### src/rtl/ddr3_playback_reader.sv
// Read-side sequencer for the DDR3 sample store: issues credit-limited MIG read
// commands over a programmed address window and forwards returned words to the playback FIFO.
module ddr3_playback_reader #(
  parameter int ADDR_W     = 29,
  parameter int DATA_W     = 256,
  parameter int ADDR_STEP  = 8,
  parameter int LEN_W      = 24,
  parameter int FIFO_DEPTH = 512,
  parameter int CNT_W      = 10
) (
  input  logic              clk,
  input  logic              sys_rst,
  input  logic              start,
  input  logic              abort,
  input  logic              loop_en,
  input  logic [ADDR_W-1:0] base_addr,
  input  logic [LEN_W-1:0]  num_words,
  input  logic              init_calib_complete,
  input  logic              app_rdy,
  output logic              app_en,
  output logic [2:0]        app_cmd,
  output logic [ADDR_W-1:0] app_addr,
  input  logic [DATA_W-1:0] app_rd_data,
  input  logic              app_rd_data_valid,
  output logic [DATA_W-1:0] fifo_din,
  output logic              fifo_wr_en,
  input  logic [CNT_W-1:0]  fifo_wr_count,
  output logic              busy,
  output logic              done,
  output logic [15:0]       pass_cnt,
  output logic              overflow_err
);

  localparam int SUM_W = CNT_W + 2;

  typedef enum logic [1:0] {IDLE, WAIT_CAL, ISSUE, DRAIN} state_t;

  state_t            state;
  logic [1:0]        rst_sync;
  logic              rst_n;
  logic [ADDR_W-1:0] base_q;
  logic [LEN_W-1:0]  num_q;
  logic [LEN_W-1:0]  remaining;
  logic [CNT_W-1:0]  inflight;
  logic              aborted;
  logic              accept;
  logic              last_accept;
  logic [SUM_W-1:0]  inflight_nxt;
  logic              credit_ok;

  // Reset asserts asynchronously but releases on a clock edge.
  always_ff @(posedge clk or negedge sys_rst) begin
    if (!sys_rst) rst_sync <= 2'b00;
    else          rst_sync <= {rst_sync[0], 1'b1};
  end
  assign rst_n = rst_sync[1];

  assign app_cmd     = 3'b001;
  assign busy        = (state != IDLE);
  assign accept      = app_en & app_rdy;
  assign last_accept = accept && (remaining == LEN_W'(1));

  always_comb begin
    // NOTE: default first so no latch is inferred on any path.
    inflight_nxt = SUM_W'(inflight);
    if (accept) inflight_nxt = inflight_nxt + SUM_W'(1);
    if (app_rd_data_valid && inflight_nxt != '0) inflight_nxt = inflight_nxt - SUM_W'(1);
  end

  // Credit looks at the in-flight count after this edge, so app_en never outruns FIFO space.
  assign credit_ok = (SUM_W'(fifo_wr_count) + inflight_nxt) < SUM_W'(FIFO_DEPTH);

  always_ff @(posedge clk or negedge rst_n) begin
    if (!rst_n) begin
      state     <= IDLE;
      app_en    <= 1'b0;
      app_addr  <= '0;
      base_q    <= '0;
      num_q     <= '0;
      remaining <= '0;
      inflight  <= '0;
      aborted   <= 1'b0;
      done      <= 1'b0;
      pass_cnt  <= '0;
    end else begin
      // NOTE: sequential state is updated with non-blocking assignments only.
      done     <= 1'b0;
      inflight <= inflight_nxt[CNT_W-1:0];

      if (accept) begin
        if (remaining == LEN_W'(1)) begin
          if (loop_en) begin
            app_addr  <= base_q;
            remaining <= num_q;
            pass_cnt  <= pass_cnt + 16'd1;
          end
        end else begin
          app_addr  <= app_addr + ADDR_W'(ADDR_STEP);
          remaining <= remaining - LEN_W'(1);
        end
      end

      case (state)
        IDLE: begin
          app_en <= 1'b0;
          if (start) begin
            if (num_words != '0) begin
              base_q    <= base_addr;
              num_q     <= num_words;
              app_addr  <= base_addr;
              remaining <= num_words;
              aborted   <= 1'b0;
              state     <= WAIT_CAL;
            end else begin
              done <= 1'b1;
            end
          end
        end
        WAIT_CAL: begin
          if (abort) begin
            aborted <= 1'b1;
            state   <= DRAIN;
          end else if (init_calib_complete) begin
            app_en <= credit_ok;
            state  <= ISSUE;
          end
        end
        ISSUE: begin
          // A held command keeps app_addr because only an accept moves it.
          if (abort) begin
            app_en  <= 1'b0;
            aborted <= 1'b1;
            state   <= DRAIN;
          end else if (last_accept && !loop_en) begin
            app_en <= 1'b0;
            state  <= DRAIN;
          end else begin
            app_en <= init_calib_complete && credit_ok;
          end
        end
        DRAIN: begin
          app_en <= 1'b0;
          if (inflight == '0) begin
            done  <= 1'b1;
            state <= IDLE;
            if (!aborted) pass_cnt <= pass_cnt + 16'd1;
          end
        end
        default: state <= IDLE;
      endcase
    end
  end

  // Return path: one register stage, never back-pressured.
  always_ff @(posedge clk or negedge rst_n) begin
    if (!rst_n) begin
      fifo_wr_en   <= 1'b0;
      fifo_din     <= '0;
      overflow_err <= 1'b0;
    end else begin
      fifo_wr_en <= app_rd_data_valid;
      if (app_rd_data_valid) fifo_din <= app_rd_data;
      if (app_rd_data_valid && (SUM_W'(fifo_wr_count) >= SUM_W'(FIFO_DEPTH)))
        overflow_err <= 1'b1;
    end
  end

endmodule

### config.mk
export PLATFORM = sky130hd
export DESIGN_NAME = ddr3_playback_reader
export DESIGN_NICKNAME = d
export VERILOG_FILES = /design/src/rtl/ddr3_playback_reader.sv
export SDC_FILE = /design/constraint.sdc
export NUM_CORES = 1
export LEC_CHECK = 0
export ABC_AREA = 1
export CORE_AREA = 2 2 248 250
export DETAILED_ROUTE_END_ITERATION = 10
export DIE_AREA = 0 0 250 252
export SYNTH_ARGS = -nofsm -noshare
export SYNTH_HDL_FRONTEND = slang
export SYNTH_SLANG_ARGS = --single-unit
export TNS_END_PERCENT = 1
### constraint.sdc
create_clock -name clk -period 11 [get_ports clk]
set_input_delay 1.65 -clock clk [delete_from_list [all_inputs] [get_ports clk]]
set_output_delay 1.65 -clock clk [all_outputs]
set_load 0.1 [all_outputs]
==> impl_results.md, run 1 <==
* Post-DR wirelength/cell at 20.0 um
* Fmax at just under 200 MHz
* Finish-stage setup viols at 0
* Top_reg_cell synth: dfrtp_1
* Crit-path leading delay family: simple AND/OR/NAND/NOR gates
* Port-buffer cells at 632
* Period utilization at 46.4%
* Setup Skew at around 0.026 ns
* Synthesized area at between 15000 and 20000 um2
* CP max stage cell: clkdlybuf4s50_1
* CTS clk-pin slew, worst paths at roughly 0.060 ns
* TritonCTS clock tree: done
* # DRC at 0
* Mapped Cells at approximately 2300
* Initial antenna violation count at 23
* Number of gates resized after cts at 0
* Gr usage total at between 20 and 25%
* IO Count at 636
* Setup_tns at 0 ns
* Worst hold slack at ~0.33 ns
* RSZ-0062 raised after global routing: false
* Setup bufs post-CTS at 0
* Clk pwr share at between 20% and 30%
* Crit. Startpoint: app_rdy
* Number of synthesized flops with an enable pin at 0
* Antenna-violating nets left at 0
* Worst r2r path cells at 25
* Most common cell after layout, fill and taps aside: nand2_1
* DR pass1 iterations at 5
* Largest net degree at the start of global routing at between 150 and 200
* Core box area at 60100 um2
* DP HPWL at roughly 56000 um
* Layout cells sized above 1 at between 5 and 6%
* CTS Buf Count at just under 50
* Max-Cap Viols at 0
* Total Routed Length at about 74000 um
* Leakage at 12.7 nW
* Crit path buf inv count at 5
* Worst-Margin Slew at about 1.2 ns
* Vias per cell at between 4 and 5
* R2r startpoint: app_en$_DFFE_PN0P_
* Unique masters post-synth at 51
* Starting density of the core at between 30% and 40%
* Critical setup path kind: in2reg
* Final Power at approximately 6.1 mW
* CP Capture Type: register
* CP Launch Type: primary input
* H-tree depth at 2
* Seq pwr share at between 30% and 40%
* Root Buffer: clkbuf_16
* Yosys warns at 0
* Via count at approximately 17000
* Critical path's largest stage delay at slightly above 0.5 ns
* Clk_lat worst skew at 0.60 ns
* Switching power at 2.68 mW
* Combinational power share at 38.8%
* Syn_area_per_cell at 8.09 um2
* Status: completed
* Max Fanout on Critical Path at 21
* Hold crit path type: reg2async
* Commonest non-fill, non-tap cells in the layout: 1057 x nand2_1, 628 x clkdlybuf4s50_1, 396 x dfrtp_1
* Number of global-route vias before repair at 17400
* Data required, critical path at 11.52 ns
* Tmin final at 5.11 ns
* Crit-path most repeated cell: nand2_1
* Layout Area Growth over Synthesis at 47.8%
* Peak supply drop at ~0.00012 V
* Hold Fails Final Rpt at 0
* Worst Path Arrival at between 5 and 6 ns
* Internal Power at between 3 and 4 mW
* Placed insts at roughly 3600
* Reg2Reg Setup Slack at around 7.0 ns
* Die width at 250 um
* DIE AREA at about 63000 um2
* CTS Hold Bufs at 0
* Pins Over Slew Limit at 0
* Die Y at approximately 250 um
* # clock sinks at 397
* Power per cell area at around 220 nW/um2
* Num rows at 90
* #FFs+latches synth at around 400
* Final Instance Count excl. Fillers at about 3700
* GR Overflow Total at 0
* Reg2reg end: app_en$_DFFE_PN0P_
* Gpl congestion at roughly 0.9
* Global-route wire length before repair at 109000 um
* Slew HR at between 20% and 30%
* Fin nets at about 3200
* Clk buf depth at 3
* Switching Share at 44.1%
* Drt initial violations at ~1200
* Sequential fraction of the synthesis area at between 50 and 60%
* Synth async-reset ratio at 100%
==> cells by family after synthesis <==
| family | after synthesis | synth area share (%) |
|---|---|---|
| flops | 397 | 54.3 |
| buf+inv | 249 | 5.25 |
| xor+xnor | 56 | 2.68 |
| simple gates | 1274 | 28.2 |
| fa+ha+maj | 20 | 1.37 |
| compound gates | 263 | 8.16 |
| mux | 1 | 0.0547 |
| other cells | 2 | 0.0410 |
==> per-layer routing <==
metal,up-vias,GRT usage [%],share of wire [%]
li1,8315,-,-
met1,8331,27.3,39
met2,579,39.2,49
met3,122,7.28,8.4
met4,34,6.81,2.8
met5,-,0,0.29
==> power by group through the flow <==
stage / clock [mW] / sequential, mW / combinational, mW
after floorplan: 0 / 2.97 / 0.715
after detailed placement: 0 / 2.03 / 2.37
final: 1.71 / 2.01 / 2.36
after global routing: 1.81 / 2.05 / 2.53
after CTS: 1.76 / 2.01 / 2.38
after global placement: 0 / 2.02 / 2.34
==> cells in the mapped netlist (2+ instances only) <==
| master | number | area share, % |
|---|---|---|
| o21ai_0 | 157 | 4.3 |
| buf_2 | 3 | 0.082 |
| buf_4 | 4 | 0.16 |
| nor3_1 | 13 | 0.36 |
| a31oi_1 | 11 | 0.38 |
| and2_1 | 2 | 0.068 |
| nor4_1 | 10 | 0.34 |
| nand3_1 | 48 | 1.3 |
| xnor2_1 | 11 | 0.53 |
| nand3_2 | 5 | 0.27 |
| buf_1 | 5 | 0.10 |
| o311ai_0 | 5 | 0.24 |
| nor2_2 | 7 | 0.24 |
| nor3_2 | 7 | 0.38 |
| nor2_1 | 86 | 1.8 |
| o31ai_1 | 2 | 0.082 |
| o211ai_1 | 36 | 1.5 |
| nand4_1 | 20 | 0.68 |
| conb_1 | 2 | 0.041 |
| a21oi_1 | 30 | 0.82 |
| clkbuf_1 | 95 | 1.9 |
| ha_1 | 20 | 1.4 |
| inv_2 | 4 | 0.082 |
| a22oi_1 | 3 | 0.12 |
| nor3_4 | 2 | 0.18 |
| nor2_4 | 5 | 0.31 |
| o21ai_1 | 6 | 0.16 |
| nand2_1 | 1057 | 22 |
| inv_1 | 137 | 2.8 |
| o21bai_1 | 2 | 0.082 |
| xor2_1 | 45 | 2.2 |
| nand2_2 | 4 | 0.14 |
| dfrtp_1 | 397 | 54 |
| o22ai_1 | 4 | 0.14 |
==> how the worst max path moves through the flow <==
stage	to	slack [ns]	depth (start not counted)
2_1_floorplan	aborted$_DFFE_PN0P_	4.52	0
3_3_place_gp	app_en$_DFFE_PN0P_	5.31	25
3_5_place_dp	app_en$_DFFE_PN0P_	5.27	25
5_1_grt	app_en$_DFFE_PN0P_	5.46	27
6_report	app_en$_DFFE_PN0P_	5.89	26
4_1_cts	app_en$_DFFE_PN0P_	5.89	25
==> registers in the layout, summed over array words and instances (netlist names), 10 cells and up <==
name	flops
app_addr	29
base_q	29
fifo_din	256
inflight	10
num_q	24
pass_cnt	16
remaining	24
==> area by class of cell <==
class,count,area [um2]
repair buffers,645,6440
well taps,782,978
diodes,5,12.5
clock buffers,69,1460
flip-flops and latches,397,9940
inverters,141,537
clock inverters,23,268
fillers,5966,33100
multi-input cells,1618,7410
==> worst register-to-register path, cell delays in order (launching register included) <==
cell      delay (ns)
dfrtp_1         0.46
nand2_2         0.35
o21ai_0         0.43
inv_1           0.08
ha_1            0.20
inv_1           0.07
nor2_1          0.05
nand2_2         0.07
nor2_2          0.05
nand2_1         0.12
nand2_4         0.09
or2_4           0.28
nor2_4          0.10
xor2_1          0.15
inv_1           0.07
ha_1            0.26
nand2_1         0.05
inv_1           0.04
a221o_1         0.29
nor2_1          0.15
o21bai_1        0.10
a21oi_1         0.18
nand2_1         0.08
nand2_1         0.06
nand4_1         0.10
nand2_1         0.08
==> per-stage QoR <==
step	area, um2	setup slack [ns]	util [%]
floorplan	18300	4.52	-
global placement	25300	5.31	42.1
detailed placement	25300	5.27	42.1
CTS	27000	5.89	45.0
global route	27000	5.46	45.0
finish	27100	5.89	45.0
(Power assumes the default switching activity.)
==> inputs of run 2 (changes only) <==
- clock period: 11 -> 4.3 ns (I/O delays scaled with it)
==> run 2 against run 1 <==
Worst setup slack got worse by 5.4 ns. Global-route usage decreased by 0.24 points. Register-to-register slack got worse by 6.5 ns. Power increased to 2.5 times the previous value. Wire length decreased by 1.9%. Utilization about the same. Final cell count increased by 0.27%. First-iteration DRC count decreased by 1.3%. Clock skew decreased by 0.0021 ns. Largest cell class unchanged. Highest routed layer unchanged. Sequential power increased to 2.6 times the previous value.
==> impl_results.md, run 2 (same netlist as run 1, synthesis figures left out) <==
* Fmax at around 260 MHz
* Crit path buf inv count at 7
* Most common cell after layout, fill and taps aside: nand2_1
* Leakage at between 10 and 15 nW
* Final Instance Count excl. Fillers at between 3000 and 4000
* IO Count at 636
* Placed Area at 25400 um2
* Largest net degree at the start of global routing at between 150 and 200
* Vias per cell at between 4 and 5
* Tmin final at 3.85 ns
* Setup bufs post-CTS at 0
* Drt initial violations at about 1200
* H-tree depth at 2
* Worst Path Arrival at between 4 and 5 ns
* Data required, critical path at between 4 and 5 ns
* Die Y at ~250 um
* Global-route wire length before repair at 109000 um
* Max reg flops at roughly 260
* Peak supply drop at 0.000272 V
* CTS Hold Bufs at 0
* RSZ-0062 raised after global routing: false
* Reg2Reg Setup Slack at around 0.45 ns
* DIE AREA at roughly 63000 um2
* Fin nets at roughly 3200
* Post-DR wirelength/cell at 19.6 um
* Gpl congestion at approximately 0.9
* Critical setup path kind: reg2reg
* Pins Over Slew Limit at 0
* Fill count at ~6000
* Largest Register: fifo_din
* DR pass1 iterations at 7
* # DRC at 0
* Slew HR at 19.1%
* Worst-Margin Slew at 1.21 ns
* Core box area at approximately 60000 um2
* Met2 usage at 38.3%
* Critical path's largest stage delay at 0.38 ns
* Initial antenna violation count at 34
* Finish-stage setup viols at 0
* Max Fanout on Critical Path at 4
* Gr busiest metal: met2
* CP Capture Type: register
* Gr usage total at a little under a quarter
* Grt met3 use at under 10%
* Crit-path leading delay family: simple AND/OR/NAND/NOR gates
* Hold crit path type: in2async
* Clk_lat worst skew at ~0.60 ns
* Clk buf depth at 3
* Hold Fails Final Rpt at 0
* Number of gates resized after cts at 0
* Starting density of the core at between 30% and 40%
* Setup WS pre-CTS at -0.0460 ns
* CTS Buf Count at between 40 and 50
* # clock sinks at slightly below 400
* Max-Cap Viols at 0
* Worst hold slack at about 0.21 ns
* Via count at approximately 17000
* Cell area after layout at 27100 um2
* Commonest non-fill, non-tap cells in the layout: 1057 x nand2_1, 623 x clkdlybuf4s50_1, 396 x dfrtp_1
* Crit-path most repeated cell: inv_1
* Period utilization at about 90%
* Setup_tns at 0 ns
* Status: completed
* Total Routed Length at 72200 um
* Final Power at 15.4 mW
* Root Buffer: clkbuf_16
* CP max stage cell: dfrtp_1
* Placed insts at about 3600
* Setup Skew at 0.0234 ns
* TritonCTS clock tree: done
* M1 GR Usage at between 20% and 30%
* CTS clk-pin slew, worst paths at 0.06 ns
* Num rows at 90
* Area occupied by multi-input gates at 7410 um2
* Largest regs: fifo_din x256, app_addr x29, base_q x29
* Die width at between 200 and 300 um
* GR Overflow Total at 0
* Power per cell area at ~570 nW/um2
* DP HPWL at 55200 um
* Register area at between 9000 and 10000 um2
* Layout cells sized above 1 at under 10%
* Layout Area Growth over Synthesis at 47.9%
* Number of global-route vias before repair at 17500
* Setup ws final at ~0.45 ns
* CP Launch Type: register
* Antenna-violating nets left at 0
* Final core occ at about 45%
* Port-buffer cells at 632
==> run 2: cell count changes in the layout (fill, tap and decap cells not counted), moves of 2 or more <==
| cell | before | now |
|---|---|---|
| buf_4 | 13 | 26 |
| clkdlybuf4s50_1 | 628 | 623 |
| diode_2 | 5 | 10 |
| clkinvlp_4 | 4 | 1 |
| buf_12 | 2 | 4 |
| clkbuf_16 | 50 | 48 |
==> run 2: where the power goes <==
| group | internal, mW | switching (mW) |
|---|---|---|
| Sequential | 4.48 | 0.668 |
| Combinational | 1.61 | 4.41 |
| Clock | 2.50 | 1.70 |
| Total | 8.59 | 6.78 |
==> run 2: area by class of cell <==
| type | instances | share of cell area (%) |
|---|---|---|
| diodes | 10 | 0.0925 |
| inverters | 141 | 1.98 |
| well taps | 782 | 3.62 |
| clock buffers | 68 | 5.27 |
| repair buffers | 655 | 24.1 |
| flip-flops and latches | 397 | 36.7 |
| clock inverters | 19 | 0.800 |
| multi-input cells | 1618 | 27.4 |
==> run 2: worst register-to-register path: cells and delay by family, from the launching register on <==
family / cells / cell delay [ns]
adder cells (fa/ha/maj): 3 / 0.78
flip-flops: 1 / 0.38
XOR/XNOR: 1 / 0.19
AND/OR/NAND/NOR: 12 / 1.07
AO/OA/AOI/OAI: 5 / 0.77
buffers and inverters: 7 / 0.58
==> run 2: worst paths after layout <==
path,startpoint,endpoint,cells past startpoint
min reg2reg,rst_sync[0]$_DFF_PN0_,rst_sync[1]$_DFF_PN0_,0
min,sys_rst,rst_sync[0]$_DFF_PN0_,1
max reg2reg,inflight[0]$_DFF_PN0_,app_en$_DFFE_PN0P_,28
max,inflight[0]$_DFF_PN0_,app_en$_DFFE_PN0P_,28
max in group asynchronous,rst_sync[1]$_DFF_PN0_,fifo_din[26]$_DFFE_PN0P_,1
min in group clk,rst_sync[0]$_DFF_PN0_,rst_sync[1]$_DFF_PN0_,0
==> run 2: metal layers <==
metal	vias to the layer above	share of wire, %
met5	-	0.36
met4	40	3.2
met3	149	8.3
met2	578	49
met1	8309	39
li1	8348	-
==> inputs of run 3 (changes only) <==
--- a/config.mk
+++ b/config.mk
@@ -8,2 +8,3 @@
 export ABC_AREA = 1
+export CAP_MARGIN = 20
 export CORE_AREA = 2 2 248 250
==> constraint.sdc (replaced) <==
create_clock -name clk -period 4.3 [get_ports clk]
set_input_delay 1.29 -clock clk [delete_from_list [all_inputs] [get_ports clk]]
set_output_delay 1.29 -clock clk [all_outputs]
set_load 0.1 [all_outputs]
==> run 3 against run 2 <==
Clock power shrank 4%. Critical path depth decreased by 1. Register-to-register slack better by 0.25 ns. Final cell count rose by 0.43%. Sequential share of layout area about the same. First-iteration DRC count shrank 11%. Global-route usage is 0.26 points lower. Design area about the same. Clock-buffer cell count is 5 higher. Fmax up 0.84%.
==> impl_results.md, run 3 (same netlist as run 1, synthesis figures left out) <==
* Status: completed
* Fmax at 262 MHz
* Critical setup path kind: in2reg
* CTS clk-pin slew, worst paths at approximately 0.050 ns
* Largest regs: fifo_din x256, app_addr x29, base_q x29
* Worst-Margin Slew at 1.10 ns
* Antenna-violating nets left at 0
* Number of global-route vias before repair at around 18000
* Reg2reg end: app_en$_DFFE_PN0P_
* Die width at about 250 um
* Period utilization at 88.8%
* Hold Path Cell Cnt at 0
* Seq pwr share at between 30% and 40%
* Final core occ at ~45%
* Gr usage total at 22.3%
* Crit path buf inv count at 5
* Hold Fails Final Rpt at 0
* Fill count at ~6000
* Vias per cell at about 4.7
* Switching Share at between 40% and 50%
* Placed insts at 3608
* Num rows at 90
* Data required, critical path at between 4 and 5 ns
* Commonest non-fill, non-tap cells in the layout: 1055 x nand2_1, 566 x clkdlybuf4s50_1, 396 x dfrtp_1
* Setup_tns at 0 ns
* Switching power at between 6 and 7 mW
* Crit-path most repeated cell: nand2_1
* Min-delay src: rst_sync[0]$_DFF_PN0_
* Largest Register: fifo_din
* Finish-stage setup viols at 0
* Fin nets at approximately 3200
* Combinational power share at 39.9%
* Max-Cap Viols at 0
* CP Launch Type: primary input
* Slew HR at around a quarter
* Clk pwr share at 26.5%
* H-tree depth at 2
* # clock sinks at about 400
* # DRC at 0
* Layout cells sized above 1 at a little under 8%
* Via count at 17500
* DIE AREA at ~63000 um2
* Pins Over Slew Limit at 0
* Port-buffer cells at around 630
* Root Buffer: clkbuf_16
* IO Count at 636
* Clk_lat worst skew at a little under 0.6 ns
* Die Y at between 200 and 300 um
* DP HPWL at 54600 um
* Post-DR wirelength/cell at approximately 19 um
* Global-route wire length before repair at around 110000 um
* DR pass1 iterations at 5
* Final Instance Count excl. Fillers at 3706
* Setup ws final at about 0.48 ns
* Largest net degree at the start of global routing at ~170
* GR Overflow Total at 0
* Total Routed Length at 71900 um
* Reg2Reg Setup Slack at 0.70 ns
* Worst r2r path cells at 27
* Worst Path Arrival at between 4 and 5 ns
* Worst hold slack at between 0.3 and 0.4 ns
* Setup WS pre-CTS at -0.602 ns
* RSZ-0062 raised after global routing: false
* Gpl congestion at 0.917
* Clk buf depth at 3
* Leakage at 12.9 nW
* Initial antenna violation count at 29
* Crit-path leading delay family: simple AND/OR/NAND/NOR gates
* Max reg flops at between 200 and 300
* Most common cell after layout, fill and taps aside: nand2_1
* Internal Power at 8.55 mW
* CP Capture Type: register
* Drt initial violations at ~1100
* Setup Skew at roughly 0.016 ns
* Layout Area Growth over Synthesis at 48.0%
* Tmin final at approximately 3.8 ns
* Starting density of the core at 30.4%
* WHS Endpoint: rst_sync[1]$_DFF_PN0_
* Max Fanout on Critical Path at 6
* Critical path's largest stage delay at around 0.30 ns
* R2r startpoint: inflight[0]$_DFF_PN0_
* CP max stage cell: a221o_1
* Hold crit path type: reg2reg
* Peak supply drop at approximately 0.00030 V
* TritonCTS clock tree: done
* Power per cell area at 565 nW/um2
* Core box area at between 60000 and 70000 um2
* CTS Buf Count at 49
==> run 3: final cells by class <==
type                       instances  area (um2)  area share, %
sequential                       397        9940           36.7
multi-input combinational       1618        7460           27.5
timing repair buffer             672        6570           24.3
clock buffer                      73        1440           5.30
tap                              782         978           3.61
inverter                         141         537           1.98
clock inverter                    11         134          0.494
antenna                           12        30.0          0.111
==> run 3: repair_timing <==
| item | 4_1_cts | 5_1_grt |
|---|---|---|
| setup buffers | 0 | 2 |
| setup endpoints to repair | 0 | 1 |
| hold buffers | 0 | 0 |
| gates resized for setup | 0 | 11 |
==> run 3: metal layers <==
| layer | GRT usage (%) | vias to the layer above | share of wire, % |
|---|---|---|---|
| li1 | - | 8370 | - |
| met1 | 26.1 | 8373 | 39 |
| met2 | 38.3 | 566 | 49 |
| met3 | 8.00 | 138 | 8.6 |
| met4 | 6.71 | 30 | 2.9 |
| met5 | 0 | - | 0.27 |
==> run 3: per-stage QoR <==
step | power, mW | instance area [um2]
after floorplan | 9.42 | 18300
after global placement | 11.2 | 25400
after detailed placement | 11.3 | 25400
after CTS | 15.4 | 27000
after global routing | 16.1 | 27100
final | 15.3 | 27100
==> run 3: worst max-delay path by stage <==
stage	start	to	cells past startpoint	slack, ns
after global routing	app_rdy	app_en$_DFFE_PN0P_	27	0.20
after global placement	app_rdy	app_en$_DFFE_PN0P_	28	-0.53
after detailed placement	app_rdy	app_en$_DFFE_PN0P_	28	-0.60
after floorplan	app_rdy	app_en$_DFFE_PN0P_	25	0.009
after CTS	app_rdy	app_en$_DFFE_PN0P_	28	0.04
final	app_rdy	app_en$_DFFE_PN0P_	27	0.48
==> run 3: power groups by stage <==
stage               Sequential [mW]  Clock (mW)  Combinational [mW]
floorplan                      7.59           0                1.83
detailed placement             5.20           0                6.09
global route                   5.25        4.33                6.53
CTS                            5.14        4.17                6.12
finish                         5.15        4.05                6.10
global placement               5.17           0                6.01
